===== config.mk =====
export PLATFORM = sky130hd
export DESIGN_NAME = gate_mux_scheduler_flat
export DESIGN_NICKNAME = d
export VERILOG_FILES = /design/src/rtl/gate_mux_scheduler_if.sv /design/src/rtl/gate_mux_scheduler.sv /design/src/flat_wrapper.sv
export SDC_FILE = /design/constraint.sdc
export NUM_CORES = 1
export LEC_CHECK = 0
export CORE_UTILIZATION = 44
export DETAILED_ROUTE_END_ITERATION = 10
export HOLD_SLACK_MARGIN = 0.06
export PLACE_DENSITY_LB_ADDON = 0.05
export SETUP_SLACK_MARGIN = 0.15
export SLEW_MARGIN = 20
export SYNTH_ARGS = -nofsm -noshare
export SYNTH_HDL_FRONTEND = slang
export SYNTH_SLANG_ARGS = --single-unit

===== constraint.sdc =====
create_clock -name clk -period 2.3 [get_ports clk]
set_input_delay 0.23 -clock clk [delete_from_list [all_inputs] [get_ports clk]]
set_output_delay 0.23 -clock clk [all_outputs]
set_load 0.01 [all_outputs]

===== src/rtl/gate_mux_scheduler_if.sv =====
// Bus bundle between the mux scheduler, its requesters and the shared gate bank.
// The scheduler takes the slave view; the requester/gate-bank side takes the master view.
interface gate_mux_scheduler_if #(
   parameter int N_REQ = 4,
   parameter int W     = 8,
   parameter int IDW   = 2
);
   logic [N_REQ-1:0]   req;
   logic [N_REQ*W-1:0] x_in;
   logic [N_REQ*W-1:0] y_in;
   logic [N_REQ-1:0]   s_in;
   logic [N_REQ-1:0]   gnt;
   logic               busy;
   logic [1:0]         gate_op;
   logic [W-1:0]       gate_a;
   logic [W-1:0]       gate_b;
   logic [W-1:0]       gate_y;
   logic               done;
   logic [IDW-1:0]     done_id;
   logic [W-1:0]       result;

   modport slave (
      input  req, x_in, y_in, s_in, gate_y,
      output gnt, busy, gate_op, gate_a, gate_b, done, done_id, result
   );

   modport master (
      output req, x_in, y_in, s_in, gate_y,
      input  gnt, busy, gate_op, gate_a, gate_b, done, done_id, result
   );
endinterface


===== src/rtl/gate_mux_scheduler.sv =====
// Round-robin scheduler that time-shares one external bitwise gate bank to
// evaluate result = s ? y : x for N_REQ requesters as (~srep & x) | (srep & y).
// Gate bank controls are registered one cycle ahead of the state they belong to,
// so the gate bank sees only flop outputs. The "ns" and "t1" temporaries live
// directly in the gate_a / gate_b flops because they are consumed in the very
// next step; only t0 needs its own flop.
module gate_mux_scheduler #(
   parameter int N_REQ = 4,
   parameter int W     = 8,
   parameter int IDW   = 2
) (
   input  logic                  clk,
   input  logic                  resetn,
   gate_mux_scheduler_if.slave   bus
);
   typedef enum logic [2:0] {
      IDLE   = 3'd0,
      S_NOT  = 3'd1,
      S_ANDX = 3'd2,
      S_ANDY = 3'd3,
      S_OR   = 3'd4,
      DONE   = 3'd5
   } state_t;

   state_t           state_q, state_d;
   logic [IDW-1:0]   rr_q, rr_d;
   logic [IDW-1:0]   done_id_q, done_id_d;
   logic [W-1:0]     x_q, x_d, y_q, y_d, srep_q, srep_d, t0_q, t0_d;
   logic [W-1:0]     result_q, result_d;
   logic [W-1:0]     gate_a_q, gate_a_d, gate_b_q, gate_b_d;
   logic [1:0]       gate_op_q, gate_op_d;
   logic [N_REQ-1:0] gnt_q, gnt_d;
   logic             done_q, done_d, busy_q, busy_d;

   logic             found_s;
   logic [IDW-1:0]   pick_s;
   logic [IDW-1:0]   cand_s;
   logic [W-1:0]     x_sel_s, y_sel_s;
   logic             s_sel_s;
   logic [N_REQ-1:0] onehot_s;

   // Round-robin pick: first requester above the last winner, wrapping around.
   always_comb begin
      found_s = 1'b0;
      pick_s  = '0;
      cand_s  = '0;
      for (int k = 1; k <= N_REQ; k++) begin
         cand_s = IDW'((int'(rr_q) + k) % N_REQ);
         if (!found_s && bus.req[cand_s]) begin
            found_s = 1'b1;
            pick_s  = cand_s;
         end else begin
            found_s = found_s;
         end
      end
   end

   // Operand and grant selection for the picked requester.
   always_comb begin
      x_sel_s  = '0;
      y_sel_s  = '0;
      s_sel_s  = 1'b0;
      onehot_s = '0;
      for (int i = 0; i < N_REQ; i++) begin
         if (pick_s == IDW'(i)) begin
            x_sel_s     = bus.x_in[i*W +: W];
            y_sel_s     = bus.y_in[i*W +: W];
            s_sel_s     = bus.s_in[i];
            onehot_s[i] = 1'b1;
         end else begin
            onehot_s[i] = 1'b0;
         end
      end
   end

   // Next-state, operand capture and next-cycle gate bank controls.
   always_comb begin
      state_d   = state_q;
      rr_d      = rr_q;
      done_id_d = done_id_q;
      x_d       = x_q;
      y_d       = y_q;
      srep_d    = srep_q;
      t0_d      = t0_q;
      result_d  = result_q;
      gnt_d     = '0;
      done_d    = 1'b0;
      gate_op_d = 2'b00;
      gate_a_d  = '0;
      gate_b_d  = '0;
      case (state_q)
         IDLE: begin
            if (found_s) begin
               state_d   = S_NOT;
               rr_d      = pick_s;
               done_id_d = pick_s;
               x_d       = x_sel_s;
               y_d       = y_sel_s;
               srep_d    = {W{s_sel_s}};
               gnt_d     = onehot_s;
               gate_op_d = 2'b01;
               gate_a_d  = {W{s_sel_s}};
               gate_b_d  = '0;
            end else begin
               state_d = IDLE;
            end
         end
         S_NOT: begin
            // gate_y is ~srep here; it becomes operand a of the x-side AND.
            state_d   = S_ANDX;
            gate_op_d = 2'b10;
            gate_a_d  = bus.gate_y;
            gate_b_d  = x_q;
         end
         S_ANDX: begin
            state_d   = S_ANDY;
            t0_d      = bus.gate_y;
            gate_op_d = 2'b10;
            gate_a_d  = srep_q;
            gate_b_d  = y_q;
         end
         S_ANDY: begin
            // gate_y is srep & y here; it becomes operand b of the final OR.
            state_d   = S_OR;
            gate_op_d = 2'b11;
            gate_a_d  = t0_q;
            gate_b_d  = bus.gate_y;
         end
         S_OR: begin
            state_d  = DONE;
            result_d = bus.gate_y;
            done_d   = 1'b1;
         end
         DONE: begin
            state_d = IDLE;
         end
         default: begin
            state_d = IDLE;
         end
      endcase
      busy_d = (state_d != IDLE);
   end

   // State and output registers with asynchronous active-low reset.
   always_ff @(posedge clk or negedge resetn) begin
      if (!resetn) begin
         state_q   <= IDLE;
         rr_q      <= IDW'(N_REQ - 1);
         done_id_q <= '0;
         x_q       <= '0;
         y_q       <= '0;
         srep_q    <= '0;
         t0_q      <= '0;
         result_q  <= '0;
         gnt_q     <= '0;
         done_q    <= 1'b0;
         busy_q    <= 1'b0;
         gate_op_q <= 2'b00;
         gate_a_q  <= '0;
         gate_b_q  <= '0;
      end else begin
         state_q   <= state_d;
         rr_q      <= rr_d;
         done_id_q <= done_id_d;
         x_q       <= x_d;
         y_q       <= y_d;
         srep_q    <= srep_d;
         t0_q      <= t0_d;
         result_q  <= result_d;
         gnt_q     <= gnt_d;
         done_q    <= done_d;
         busy_q    <= busy_d;
         gate_op_q <= gate_op_d;
         gate_a_q  <= gate_a_d;
         gate_b_q  <= gate_b_d;
      end
   end

   assign bus.gnt     = gnt_q;
   assign bus.busy    = busy_q;
   assign bus.gate_op = gate_op_q;
   assign bus.gate_a  = gate_a_q;
   assign bus.gate_b  = gate_b_q;
   assign bus.done    = done_q;
   assign bus.done_id = done_id_q;
   assign bus.result  = result_q;
endmodule


===== src/flat_wrapper.sv =====
// flat-port wrapper written by rule: the top's interface ports become plain ports
module gate_mux_scheduler_flat 
#(
   parameter int N_REQ = 4,
   parameter int W     = 8,
   parameter int IDW   = 2
)
  (clk, resetn, bus_req, bus_x_in, bus_y_in, bus_s_in, bus_gate_y, bus_gnt, bus_busy, bus_gate_op, bus_gate_a, bus_gate_b, bus_done, bus_done_id, bus_result);
  gate_mux_scheduler_if #(.N_REQ(N_REQ), .W(W), .IDW(IDW)) bus_i ();
  input  logic clk;
  input  logic resetn;
  input wire logic [$bits(bus_i.req)-1:0] bus_req;
  input wire logic [$bits(bus_i.x_in)-1:0] bus_x_in;
  input wire logic [$bits(bus_i.y_in)-1:0] bus_y_in;
  input wire logic [$bits(bus_i.s_in)-1:0] bus_s_in;
  input wire logic [$bits(bus_i.gate_y)-1:0] bus_gate_y;
  output wire logic [$bits(bus_i.gnt)-1:0] bus_gnt;
  output wire logic [$bits(bus_i.busy)-1:0] bus_busy;
  output wire logic [$bits(bus_i.gate_op)-1:0] bus_gate_op;
  output wire logic [$bits(bus_i.gate_a)-1:0] bus_gate_a;
  output wire logic [$bits(bus_i.gate_b)-1:0] bus_gate_b;
  output wire logic [$bits(bus_i.done)-1:0] bus_done;
  output wire logic [$bits(bus_i.done_id)-1:0] bus_done_id;
  output wire logic [$bits(bus_i.result)-1:0] bus_result;
  assign bus_i.req = bus_req;
  assign bus_i.x_in = bus_x_in;
  assign bus_i.y_in = bus_y_in;
  assign bus_i.s_in = bus_s_in;
  assign bus_i.gate_y = bus_gate_y;
  assign bus_gnt = bus_i.gnt;
  assign bus_busy = bus_i.busy;
  assign bus_gate_op = bus_i.gate_op;
  assign bus_gate_a = bus_i.gate_a;
  assign bus_gate_b = bus_i.gate_b;
  assign bus_done = bus_i.done;
  assign bus_done_id = bus_i.done_id;
  assign bus_result = bus_i.result;
  gate_mux_scheduler #(.N_REQ(N_REQ), .W(W), .IDW(IDW)) u_core (.clk(clk), .resetn(resetn), .bus(bus_i));
endmodule

# == Word-level counts from Yosys, hierarchy flattened ==
# Index checks and enable logic that the tools add are counted.
# totals
register_bits,64
in_bits,82
out_inout_bits,34
elab_cells,82
# op_classes
addsub,4
magnitude_cmp,4
n_eq_ne,7
mux,42
n_reduce_logical,11
# op_table
op,count
$mux 8,9
$pmux 8 s4,1
$pmux 8 s3,1
$mux 1,19
$pmux 3 s5,1
$lt 2x3->1 const B,4
$bmux 1 s2,4
$mux 2,4
$mux 4,2
$eq 3x2->1 const B,2
$pmux 2 s3,1
$add 2x1->2 const B,2
$add 2x2->2 const B,2
$eq 2x2->1 const B,2
$eq 3x1->1 const B,1
$eq 3x3->1 const B,1
$logic_and 1x1->1,3
$logic_not 1->1,3
$logic_not 3->1,1
$reduce_bool 3->1,1
$eq 2x1->1 const B,1
$logic_not 2->1,1
$reduce_and 2->1,1
$reduce_or 2->1,1

# == Logic depth before layout (Yosys ltp) ==
# depth
depth_word,20
mapped_depth,8
ltp_nobuf,5

# == Least setup slack after synthesis ==
# Ideal clock, no wire load.
# synth_timing
kind,register -> register
startpoint,register u_core.rr_q[1]
endpoint,register u_core.x_q[5]
t_arrival_ns,1.837
slack_ns,0.337
path_stages_with_launch,9
path_buffers,3
cell_sequence,dfstp_2 buf_4 nand2b_1 a21oi_1 o21a_1 buf_6 buf_6 a221o_1 o32a_1
# synth_between
elab_chain_cells,18
word_cells_on_any_way,35
classes_between,4 x add/sub; 3 x eq/ne; 20 x mux; 8 x reduce/logical
# synth_rtl
item,line_no,text
start: declaration,gate_mux_scheduler.sv:26,"logic [IDW-1:0] rr_q, rr_d;"
start signal: assignment,gate_mux_scheduler.sv:148,rr_q <= IDW'(N_REQ - 1);
start signal: assignment,gate_mux_scheduler.sv:163,rr_q <= rr_d;
$add 2x1->2,gate_mux_scheduler.sv:48,cand_s = IDW'((int'(rr_q) + k) % N_REQ);
$bmux 1 s2,gate_mux_scheduler.sv:49,if (!found_s && bus.req[cand_s]) begin
$mux 1 (not written as such),gate_mux_scheduler.sv:49,
$mux 1,gate_mux_scheduler.sv:49,
$logic_not 1->1,gate_mux_scheduler.sv:49,
$logic_and 1x1->1,gate_mux_scheduler.sv:49,
$mux 1,gate_mux_scheduler.sv:49,
$logic_not 1->1,gate_mux_scheduler.sv:49,
$logic_and 1x1->1,gate_mux_scheduler.sv:49,
$mux 1,gate_mux_scheduler.sv:49,
$logic_not 1->1,gate_mux_scheduler.sv:49,
$logic_and 1x1->1,gate_mux_scheduler.sv:49,
$mux 2,gate_mux_scheduler.sv:49,
$logic_not 2->1,gate_mux_scheduler.sv:65,if (pick_s == IDW'(i)) begin
$mux 8 (4 in series),gate_mux_scheduler.sv:65,
end signal: assignment,gate_mux_scheduler.sv:150,x_q <= '0;
end signal: assignment,gate_mux_scheduler.sv:165,x_q <= x_d;
end: declaration,gate_mux_scheduler.sv:28,"logic [W-1:0] x_q, x_d, y_q, y_d, srep_q, srep_d, t0_q, t0_d;"
# Several ways; a longest one is shown, not always the timed one. The select of a mux whose other input is x is not followed.
# A chain may end at the register's enable or synchronous reset.

# == Worst setup path in the final report ==
# layout_timing
startpoint,register u_core.rr_q[1]
endpoint,register u_core.y_q[0]
# layout_between
elab_chain_cells,18
word_cells_on_any_way,35
classes_between,4 x add/sub; 3 x eq/ne; 20 x mux; 8 x reduce/logical
# layout_rtl
item,line_no,text
$add 2x1->2,gate_mux_scheduler.sv:48,
$bmux 1 s2,gate_mux_scheduler.sv:49,
$mux 1 (not written as such),gate_mux_scheduler.sv:49,
$mux 1,gate_mux_scheduler.sv:49,
$logic_not 1->1,gate_mux_scheduler.sv:49,
$logic_and 1x1->1,gate_mux_scheduler.sv:49,
$mux 1,gate_mux_scheduler.sv:49,
$logic_not 1->1,gate_mux_scheduler.sv:49,
$logic_and 1x1->1,gate_mux_scheduler.sv:49,
$mux 1,gate_mux_scheduler.sv:49,
$logic_not 1->1,gate_mux_scheduler.sv:49,
$logic_and 1x1->1,gate_mux_scheduler.sv:49,
$mux 2,gate_mux_scheduler.sv:49,
$logic_not 2->1,gate_mux_scheduler.sv:65,
$mux 8 (4 in series),gate_mux_scheduler.sv:65,
end signal: assignment,gate_mux_scheduler.sv:166,y_q <= y_d;
end: declaration,gate_mux_scheduler.sv:28,
# Several ways; a longest one is shown, not always the timed one. The select of a mux whose other input is x is not followed.

==> impl_metrics.json <==
{
  "register_area_um2": 1604,
  "worstMarginPinSlew_ns": 0.6923,
  "switching_power_w": 0.002087,
  "final_max_slew_viol_count": 0,
  "path_max_fanout": 11,
  "synthCells": 285,
  "end_kind": "flop",
  "ys_warn_count": 0,
  "synth-edff-count": 0,
  "post-dp-hpwl_mm": 5.922,
  "rsz0062_at_grt": "false",
  "multiInputGateArea_um2": 1391,
  "clkTransAtPathRegs_ns": 0.08,
  "gp_congestion": 0.7870,
  "antennaDiodeCount": 0,
  "p_leak_nw": 2.055,
  "clk_latency_ns": 0.34,
  "htree_num_levels": 3,
  "swShare_pct": 35.39,
  "fillers": 544,
  "antenna_found_initial": 0,
  "route.detailed.drc": 0,
  "grt_max_degree": 38,
  "timing.critical_path.from": "u_core.rr_q[1]$_DFFE_PN1P_",
  "drt-initial-drc-count": 103,
  "ir_drop_mv": 0.6420,
  "numCtsBuffers": 9,
  "viasPerCell": 5.459,
  "place_ws_ns": -0.03001,
  "io_buffers": 115,
  "overflow": 0,
  "dieArea_um2": 7532,
  "critPathLaunchType": "flop",
  "fin_nets": 484,
  "first_pass_iters": 4,
  "area_growth_pct": 46.52,
  "timing_hold_violations_final": 0,
  "core-area_um2": 6869,
  "vias": 2746,
  "skew_ns": 0.01150,
  "crit_required_ns": 2.51,
  "ys.flop_type": "dfrtp_1",
  "setup.worst_path.class": "reg2reg",
  "p_int_w": 0.003810,
  "placed_cell_area_um2": 4399,
  "wl_per_cell_um": 16.29,
  "stdcell_area_um2": 4634,
  "tns_ns": 0,
  "worst_slew_margin_rel_pct": 53.68,
  "p_comb_share_pct": 50.6,
  "die_h_um": 86.79,
  "grt_pass1_vias": 2657,
  "die_w_um": 86.79,
  "timing.final.crit_share_pct": 90.25,
  "setup_ws_ns": 0.2243,
  "power_density_nw_per_um2": 1272,
  "status": "finished, final reports clean",
  "clockRootBuffer": "clkbuf_8",
  "power_frac_clock_pct": 16.2,
  "final-setup-viol-count": 0,
  "seq_area_frac_synth_pct": 50.71,
  "antenna_left": 0,
  "worstPathArrival_ns": 2.29,
  "cts_tree": "yes",
  "drv_cap": 0,
  "async_flop_share_pct": 100.0,
  "final_common_cell": "clkdlybuf4s50_1",
  "syn_avg_cell_area_um2": 11.10,
  "syn_nets": 367,
  "io_pins": 116,
  "dpl.cell_count": 484,
  "final_cell_mix": "114 x clkdlybuf4s50_1, 62 x dfrtp_1, 32 x and3_1",
  "fmax_ghz": 0.4818,
  "ys_ff_latch": 64,
  "track_usage_pct": 22.81,
  "clockBufferDepth": 2,
  "synth_area_um2": 3163,
  "fin_crit_ns": 2.076,
  "core.rowCount": 30,
  "grt_pass1_wl_mm": 12.94,
  "p_seq_share_pct": 33.2,
  "synth_cell_types": 33,
  "drive_gt1_share_pct": 15.97,
  "start_util_pct": 46.05,
  "drt-total-wl_mm": 8.195,
  "instances_no_fill": 503,
  "hp-class": "in2async",
  "clock-sinks": 64,
  "crit-reg2reg-launch": "u_core.rr_q[1]$_DFFE_PN1P_"
}
==> timing repair <==
item / 4_1_cts / 5_1_grt
hold buffers: 1 / 0
resized for setup: 0 / 4
endpoints found under the setup margin: 0 / 25
setup buffers: 0 / 2
hold endpoints to repair: 23 / 0
==> cell families after synthesis <==
| family | count (synthesis) | share of synthesized area [%] |
|---|---|---|
| AND/OR/NAND/NOR | 72 | 12.34 |
| buffers and inverters | 36 | 5.696 |
| multiplexers | 25 | 8.861 |
| flip-flops | 64 | 50.71 |
| AO/OA/AOI/OAI | 88 | 22.39 |
==> metal layers <==
metal | wire length, um | part of all wire [%] | GRT usage [%] | vias to the layer above
li1 | - | - | - | 1319
met4 | 161 | 2.0 | 9.545 | 0
met3 | 440 | 5.4 | 4.667 | 15
met1 | 3654 | 45 | 29.98 | 1302
met2 | 3939 | 48 | 36.72 | 110
met5 | 0 | 0 | 0 | -
==> cells in the mapped netlist, types with 5 or more instances <==
master	n	area (um2)
dfrtp_1	62	1551
and3_1	33	206.5
mux2_2	24	270.3
nor2_1	18	67.56
a221o_1	17	170.2
clkbuf_1	17	63.81
o32a_1	16	160.2
a22oi_1	15	112.6
a21o_1	12	90.09
a21oi_1	9	45.04
inv_1	8	30.03
o22ai_1	8	50.05
nand2_1	5	18.77
nor2b_1	5	31.28
==> through the flow <==
stage          utilization (%)  hold slack [ns]  power (W)
2_1_floorplan                -         -0.06559   0.003818
6_report                 67.47           0.4307   0.005896
3_5_place_dp             64.04           0.2633   0.004910
5_1_grt                  67.47           0.5013   0.006314
3_3_place_gp             64.04           0.2680   0.004858
4_1_cts                  67.07           0.4406   0.005876
==> power by group through the flow <==
stage               Sequential (W)  Combinational, W  Clock (W)
floorplan                  0.00203           0.00179          0
global placement           0.00196           0.00289          0
detailed placement         0.00198           0.00293          0
CTS                        0.00196           0.00294   0.000972
global route               0.00202           0.00326    0.00103
finish                     0.00196           0.00299   0.000953
==> critical path: stages (launching register included) <==
cell and delay, ns:
dfstp_2 0.60, nand2b_1 0.18, nand2_1 0.08, and3_2 0.28, buf_4 0.20, a221o_1 0.32
o32a_1 0.29
==> final cells by class <==
| cell class | instances | share of cell area (%) |
|---|---|---|
| Clock buffer | 10 | 2.754 |
| Clock inverter | 6 | 1.512 |
| Inverter | 8 | 0.6479 |
| Multi-Input combinational cell | 185 | 30.02 |
| Sequential cell | 64 | 34.61 |
| Tap cell | 96 | 2.592 |
| Timing Repair Buffer | 134 | 27.86 |
==> state kept, by name (all words and copies together) (netlist names) <==
signal and flops:
u_core.bus.gate_a 8, u_core.t0_q 8, u_core.bus.result 8, u_core.y_q 8, u_core.bus.busy 1, u_core.srep_q 1, u_core.bus.gate_op 2, u_core.state_q 3
u_core.bus.gate_b 8, u_core.bus.done_id 2, u_core.bus.done 1, u_core.rr_q 2, u_core.bus.gnt 4, u_core.x_q 8
==> worst paths after layout <==
path | end | slack (ns) | cells past startpoint
setup / recovery | u_core.y_q[0]$_DFFE_PN0P_ | 0.22 | 6
hold / removal | u_core.bus.gate_op[0]$_DFF_PN0_ | 0.43 | 2
setup reg to reg | u_core.y_q[0]$_DFFE_PN0P_ | 0.22 | 6
hold reg to reg | u_core.bus.done_id[1]$_DFFE_PN0P_ | 0.49 | 1
max in group asynchronous | u_core.y_q[3]$_DFFE_PN0P_ | 1.17 | 3
min in group clk | u_core.bus.done_id[1]$_DFFE_PN0P_ | 0.49 | 1
(Power assumes the default switching activity.)
==> patch 1 (config.mk and constraints unchanged) <==
`IDW` is set to 2 in 3 places; all go to 1.
--- a/src/rtl/gate_mux_scheduler_if.sv
+++ b/src/rtl/gate_mux_scheduler_if.sv
@@ -5,3 +5,3 @@
    parameter int W     = 8,
-   parameter int IDW   = 2
+   parameter int IDW   = 1
 );
--- a/src/rtl/gate_mux_scheduler.sv
+++ b/src/rtl/gate_mux_scheduler.sv
@@ -9,3 +9,3 @@
    parameter int W     = 8,
-   parameter int IDW   = 2
+   parameter int IDW   = 1
 ) (
--- a/src/flat_wrapper.sv
+++ b/src/flat_wrapper.sv
@@ -5,3 +5,3 @@
    parameter int W     = 8,
-   parameter int IDW   = 2
+   parameter int IDW   = 1
 )
Ports: changed (resized bus_done_id); port bits go from 116 to 115. The function was not compared with the original's and may differ.
==> patch 1 against the original RTL <==
Wire length down 31%. Setup slack better by 190 ps. Worst hold slack better by 48 ps. Largest cell class unchanged. Highest routed layer unchanged. Sequential cell count down 4. Cell area down 22%. Combinational power down 27%. Clock power down 19%. Area after synthesis down 17%. Non-clock buffer count down 48. Total power down 20%.
==> patch 1: results (changes against the original RTL) <==
metric,value,unit,change
synth-seq-area-share,0.5757,,+0.06862
cp.arrival,2140,ps,-150 ps
worst-path-max-fanout,19,,+8
initial_core_util,0.4654,,+0.004944
p_switching,1.527,mW,-27%
cpMaxStageDelayCell,or3_1,,
wl_met2,2834,µm,-28%
nNetsFinal,366,,-24%
clkPwrFrac,0.164,,+0.002
ir_drop,0.0006307,V,-1.8%
clockBufferDepth,2,,unchanged
hold_class,flop to flop,,
power.leakage,1.557,nW,-24%
track_usage,0.2012,,-0.02684
yosys-top-cells-area,"dfrtp_1 (57%), mux2_2 (14%), o21a_1 (4.6%), a221o_2 (3.5%), a221o_1 (3.1%)",,
instances_no_fill,359,,-29%
place_ws,349.7,ps,+379.7 ps
synth_cells,204,,-28%
drive_gt1_frac,0.2230,,+0.06329
grt_pass1_wl,9542,µm,-26%
portBuffers,78,,-32%
grt_util_met1,0.2589,,-0.04095
m1WireLength,2533,µm,-31%
dpl_cell_area,3437,µm²,-22%
drtIter0Drc,111,,+7.8%
status,finished clean,,
clock_latency,320,ps,-20 ps
grt_pass1_vias,1961,,-26%
p_comb_frac,0.459,,-0.047
design_area,3603,µm²,-22%
ys_types,27,,-18%
dp_hpwl,3962,µm,-33%
slowest_delay,700,ps,+100 ps
wl_met3,245,µm,-44%
synthesis.nets,286,,-22%
tightest_slew,814.7,ps,+122.4 ps
pwr.group.clock,774,µW,-19%
drt_wl_total,5694,µm,-31%
viasPerCell,5.401,,-1.1%
dr.pass1.iters,4,,unchanged
fin_worst_skew,6.642,ps,-4.863 ps
place_inst,344,,-29%
fillerInstances,479,,-12%
use_met2,0.3345,,-0.03273
path_clk_slew,60,ps,-20 ps
==> patch 1: worst max-delay path: cells and delay by family (launching register included) <==
family,cells,cell delay (ps)
AOI/OAI and AO/OA,1,170
buffers and inverters,1,250
DFF,1,440
and+or+nand+nor,2,960
==> patch 1: kinds of logic after synthesis <==
logic type | after synthesis | synth area share
AND/OR/NAND/NOR | 49 | 0.09636
AO/OA/AOI/OAI | 45 | 0.1457
multiplexers | 32 | 0.1381
XOR/XNOR | 1 | 0.003356
flip-flops | 60 | 0.5757
buffers and inverters | 17 | 0.04074
==> patch 1: cell type report <==
cell class / count / area, µm² / area share
Sequential cell: 60 / 1503 / 0.4170
Multi-Input combinational cell: 127 / 1003 / 0.2785
Timing Repair Buffer: 86 / 850.8 / 0.2361
Clock buffer: 11 / 141.4 / 0.03924
Tap cell: 72 / 90.09 / 0.02500
Clock inverter: 3 / 15.01 / 0.004167
==> patch 1: what timing repair did <==
action                                 4_1_cts  5_1_grt
endpoints found under the hold margin       33        0
gates resized for setup                      0        0
hold buffers                                 1        0
==> patch 1: path summary, 6_finish.rpt <==
path                                                start                             end  slack, ps  cells past startpoint
setup / recovery              u_core.state_q[1]$_DFF_PN0_       u_core.y_q[1]$_DFFE_PN0P_        410                      4
hold reg to reg            u_core.bus.done_id$_DFFE_PN0P_  u_core.bus.done_id$_DFFE_PN0P_        480                      1
min in group asynchronous                          resetn       u_core.bus.done$_DFF_PN0_        540                      2
setup reg to reg              u_core.state_q[1]$_DFF_PN0_       u_core.y_q[1]$_DFFE_PN0P_        410                      4
hold / removal             u_core.bus.done_id$_DFFE_PN0P_  u_core.bus.done_id$_DFFE_PN0P_        480                      1
max in group asynchronous                          resetn       u_core.y_q[5]$_DFFE_PN0P_       1150                      3
==> patch 2 (same settings) <==
Made on the original files. Encoding of `state_t`: now one-hot (6 bits for 6 states).
--- a/src/rtl/gate_mux_scheduler.sv
+++ b/src/rtl/gate_mux_scheduler.sv
@@ -15,9 +15,9 @@
 );
-   typedef enum logic [2:0] {
-      IDLE   = 3'd0,
-      S_NOT  = 3'd1,
-      S_ANDX = 3'd2,
-      S_ANDY = 3'd3,
-      S_OR   = 3'd4,
-      DONE   = 3'd5
+   typedef enum logic [5:0] {
+      IDLE   = 6'b000001,
+      S_NOT  = 6'b000010,
+      S_ANDX = 6'b000100,
+      S_ANDY = 6'b001000,
+      S_OR   = 6'b010000,
+      DONE   = 6'b100000
    } state_t;
Check against the original RTL: same outputs for any inputs over 10 cycles, from zero or initial values and one cycle with resetn low; not proved beyond that.
==> patch 2 against the original RTL <==
Global-route usage down 0.70 points. Total power up 0.16%. Sequential share of layout area up 0.86 points. Count of clock-buffer cells in the layout unchanged. Cell area up 2.2%. Setup slack worse by 44 ps. Sequential cell count up 3. Wire length down 8.7%. Cell count up 3.2%. Clock skew down 5.0 ps. Area after synthesis down 2.9%. Critical path type unchanged. Highest routed layer unchanged.
==> patch 2: results (changes against the original RTL) <==
metric,value,unit,change
via_count,2683,,-2.3%
dr.pass1.iters,6,,+2
nNetsFinal,516,,+6.6%
r2r_start,u_core.state_q[4]$_DFF_PN0_,,
htreeDepth,3,,unchanged
ys_types,38,,+15%
status,finished clean,,
slowest_delay,570,ps,-30 ps
grt_pass1_vias,2553,,-3.9%
tightest_slew,350.7,ps,-341.6 ps
cts_root_buf,clkbuf_8,,
clockBufferDepth,2,,unchanged
drcViolationCount,0,,unchanged
grt_pass1_wl,12550,µm,-3.0%
dp_hpwl,5284,µm,-11%
fin_worst_skew,6.515,ps,-4.989 ps
path_clk_slew,70,ps,
r2r-end,u_core.x_q[5]$_DFFE_PN0P_,,
critPathCaptureType,flop,,
synth-seq-area-share,0.5470,,+0.03993
maxCapViolCount,0,,unchanged
gp_congestion,0.7690,,-2.3%
portBuffers,115,,unchanged
ys_async_sr_fraction,1.000,,unchanged
cts_buffers,9,,unchanged
yosys-top-cells-area,"dfrtp_1 (52%), nand2_1 (14%), o221a_2 (3.7%), mux2_2 (2.9%), a221o_1 (2.6%)",,
synth_commonest_cells,"nand2_1 (112), dfrtp_1 (64), nand3_1 (16)",,
wl_per_cell,14.41,µm,-12%
ys_warn_count,0,,unchanged
hold_class,input port to asynchronous set/reset pin,,
worst-path-max-fanout,8,,-3
drive_gt1_frac,0.1800,,+0.02025
ir_drop,0.0005219,V,-19%
synth-main-ff-cell,dfrtp_1,,
fillerInstances,533,,-2.0%
reg2reg_slack,180,ps,-40 ps
clock_latency,330,ps,
antenna_found_initial,0,,unchanged
antenna_cells,0,,unchanged
drtIter0Drc,153,,+49%
cpMaxStageDelayCell,or4_4,,
rr_worst_depth,8,,+2
track_usage,0.2210,,-0.007045
synthesis.nets,386,,+5.2%
grt_max_degree,68,,+79%
crit_family,simple AND/OR/NAND/NOR gates,,
power.leakage,2.156,nW,+4.9%
==> patch 2: what timing repair did <==
item / in CTS / in global routing
resized for setup: 0 / 9
setup endpoints to repair: 16 / 23
pin swaps: 1 / 4
endpoints found under the hold margin: 64 / 0
hold buffers: 1 / 0
setup buffers: 1 / 4
gates cloned: 0 / 1
==> patch 2: area by class of cell <==
cell class | instances | area (µm²) | area share
Clock buffer | 10 | 127.6 | 0.02694
Clock inverter | 6 | 112.6 | 0.02377
Inverter | 13 | 53.80 | 0.01136
Multi-Input combinational cell | 207 | 1297 | 0.2739
Sequential cell | 67 | 1680 | 0.3547
Tap cell | 80 | 100.1 | 0.02113
Timing Repair Buffer | 136 | 1365 | 0.2882
==> patch 2: power by group <==
group / switching, mW / total (mW) / internal [mW]
Clock: 0.446 / 1.17 / 0.724
Combinational: 1.24 / 2.74 / 1.50
Sequential: 0.273 / 1.99 / 1.72
==> patch 2: kinds of logic after synthesis <==
family | synth area share
flip-flops | 0.5470
buffers and inverters | 0.04603
multiplexers | 0.03951
AO/OA/AOI/OAI | 0.1414
AND/OR/NAND/NOR | 0.2261
==> patch 2: layer usage <==
layer	track usage	share of wire	wire [µm]	vias to the layer above
li1	-	-	-	1321
met5	0	0	0	-
met3	0.05005	0.059	440	2
met4	0.07727	0.0041	31	0
met2	0.3360	0.48	3560	87
met1	0.3139	0.46	3448	1273
==> patch 2: worst max path at each step <==
| stage | end | from | depth (start not counted) |
|---|---|---|---|
| finish | u_core.x_q[5]$_DFFE_PN0P_ | u_core.state_q[4]$_DFF_PN0_ | 8 |
| CTS | u_core.bus.gate_a[4]$_DFF_PN0_ | u_core.rr_q[1]$_DFFE_PN1P_ | 6 |
| global route | u_core.x_q[5]$_DFFE_PN0P_ | u_core.state_q[4]$_DFF_PN0_ | 8 |
| global placement | u_core.bus.gate_a[6]$_DFF_PN0_ | bus_req[2] | 7 |
| detailed placement | u_core.bus.gate_a[4]$_DFF_PN0_ | bus_req[3] | 7 |
| floorplan | u_core.bus.gate_a[0]$_DFF_PN0_ | u_core.rr_q[1]$_DFFE_PN1P_ | 7 |
==> patch 2: through the flow <==
| step | cells | setup WS [ps] | utilization | area, µm² | hold WS (ps) |
|---|---|---|---|---|---|
| 2_1_floorplan | 304 | 192.9 | - | 3072 | -65.59 |
| 4_1_cts | 514 | 163.9 | 0.6869 | 4641 | 445.3 |
| 3_3_place_gp | 496 | 76.73 | 0.6469 | 4370 | 275.9 |
| 5_1_grt | 519 | 121.9 | 0.7011 | 4737 | 477.6 |
| 3_5_place_dp | 496 | 22.18 | 0.6469 | 4370 | 272.1 |
| 6_report | 519 | 180.6 | 0.7011 | 4737 | 430.5 |
==> patch 2: worst min-delay path, cell delays in order <==
cell and delay, ps:
dlygate4sd3_1 520, buf_2 120, buf_12 300
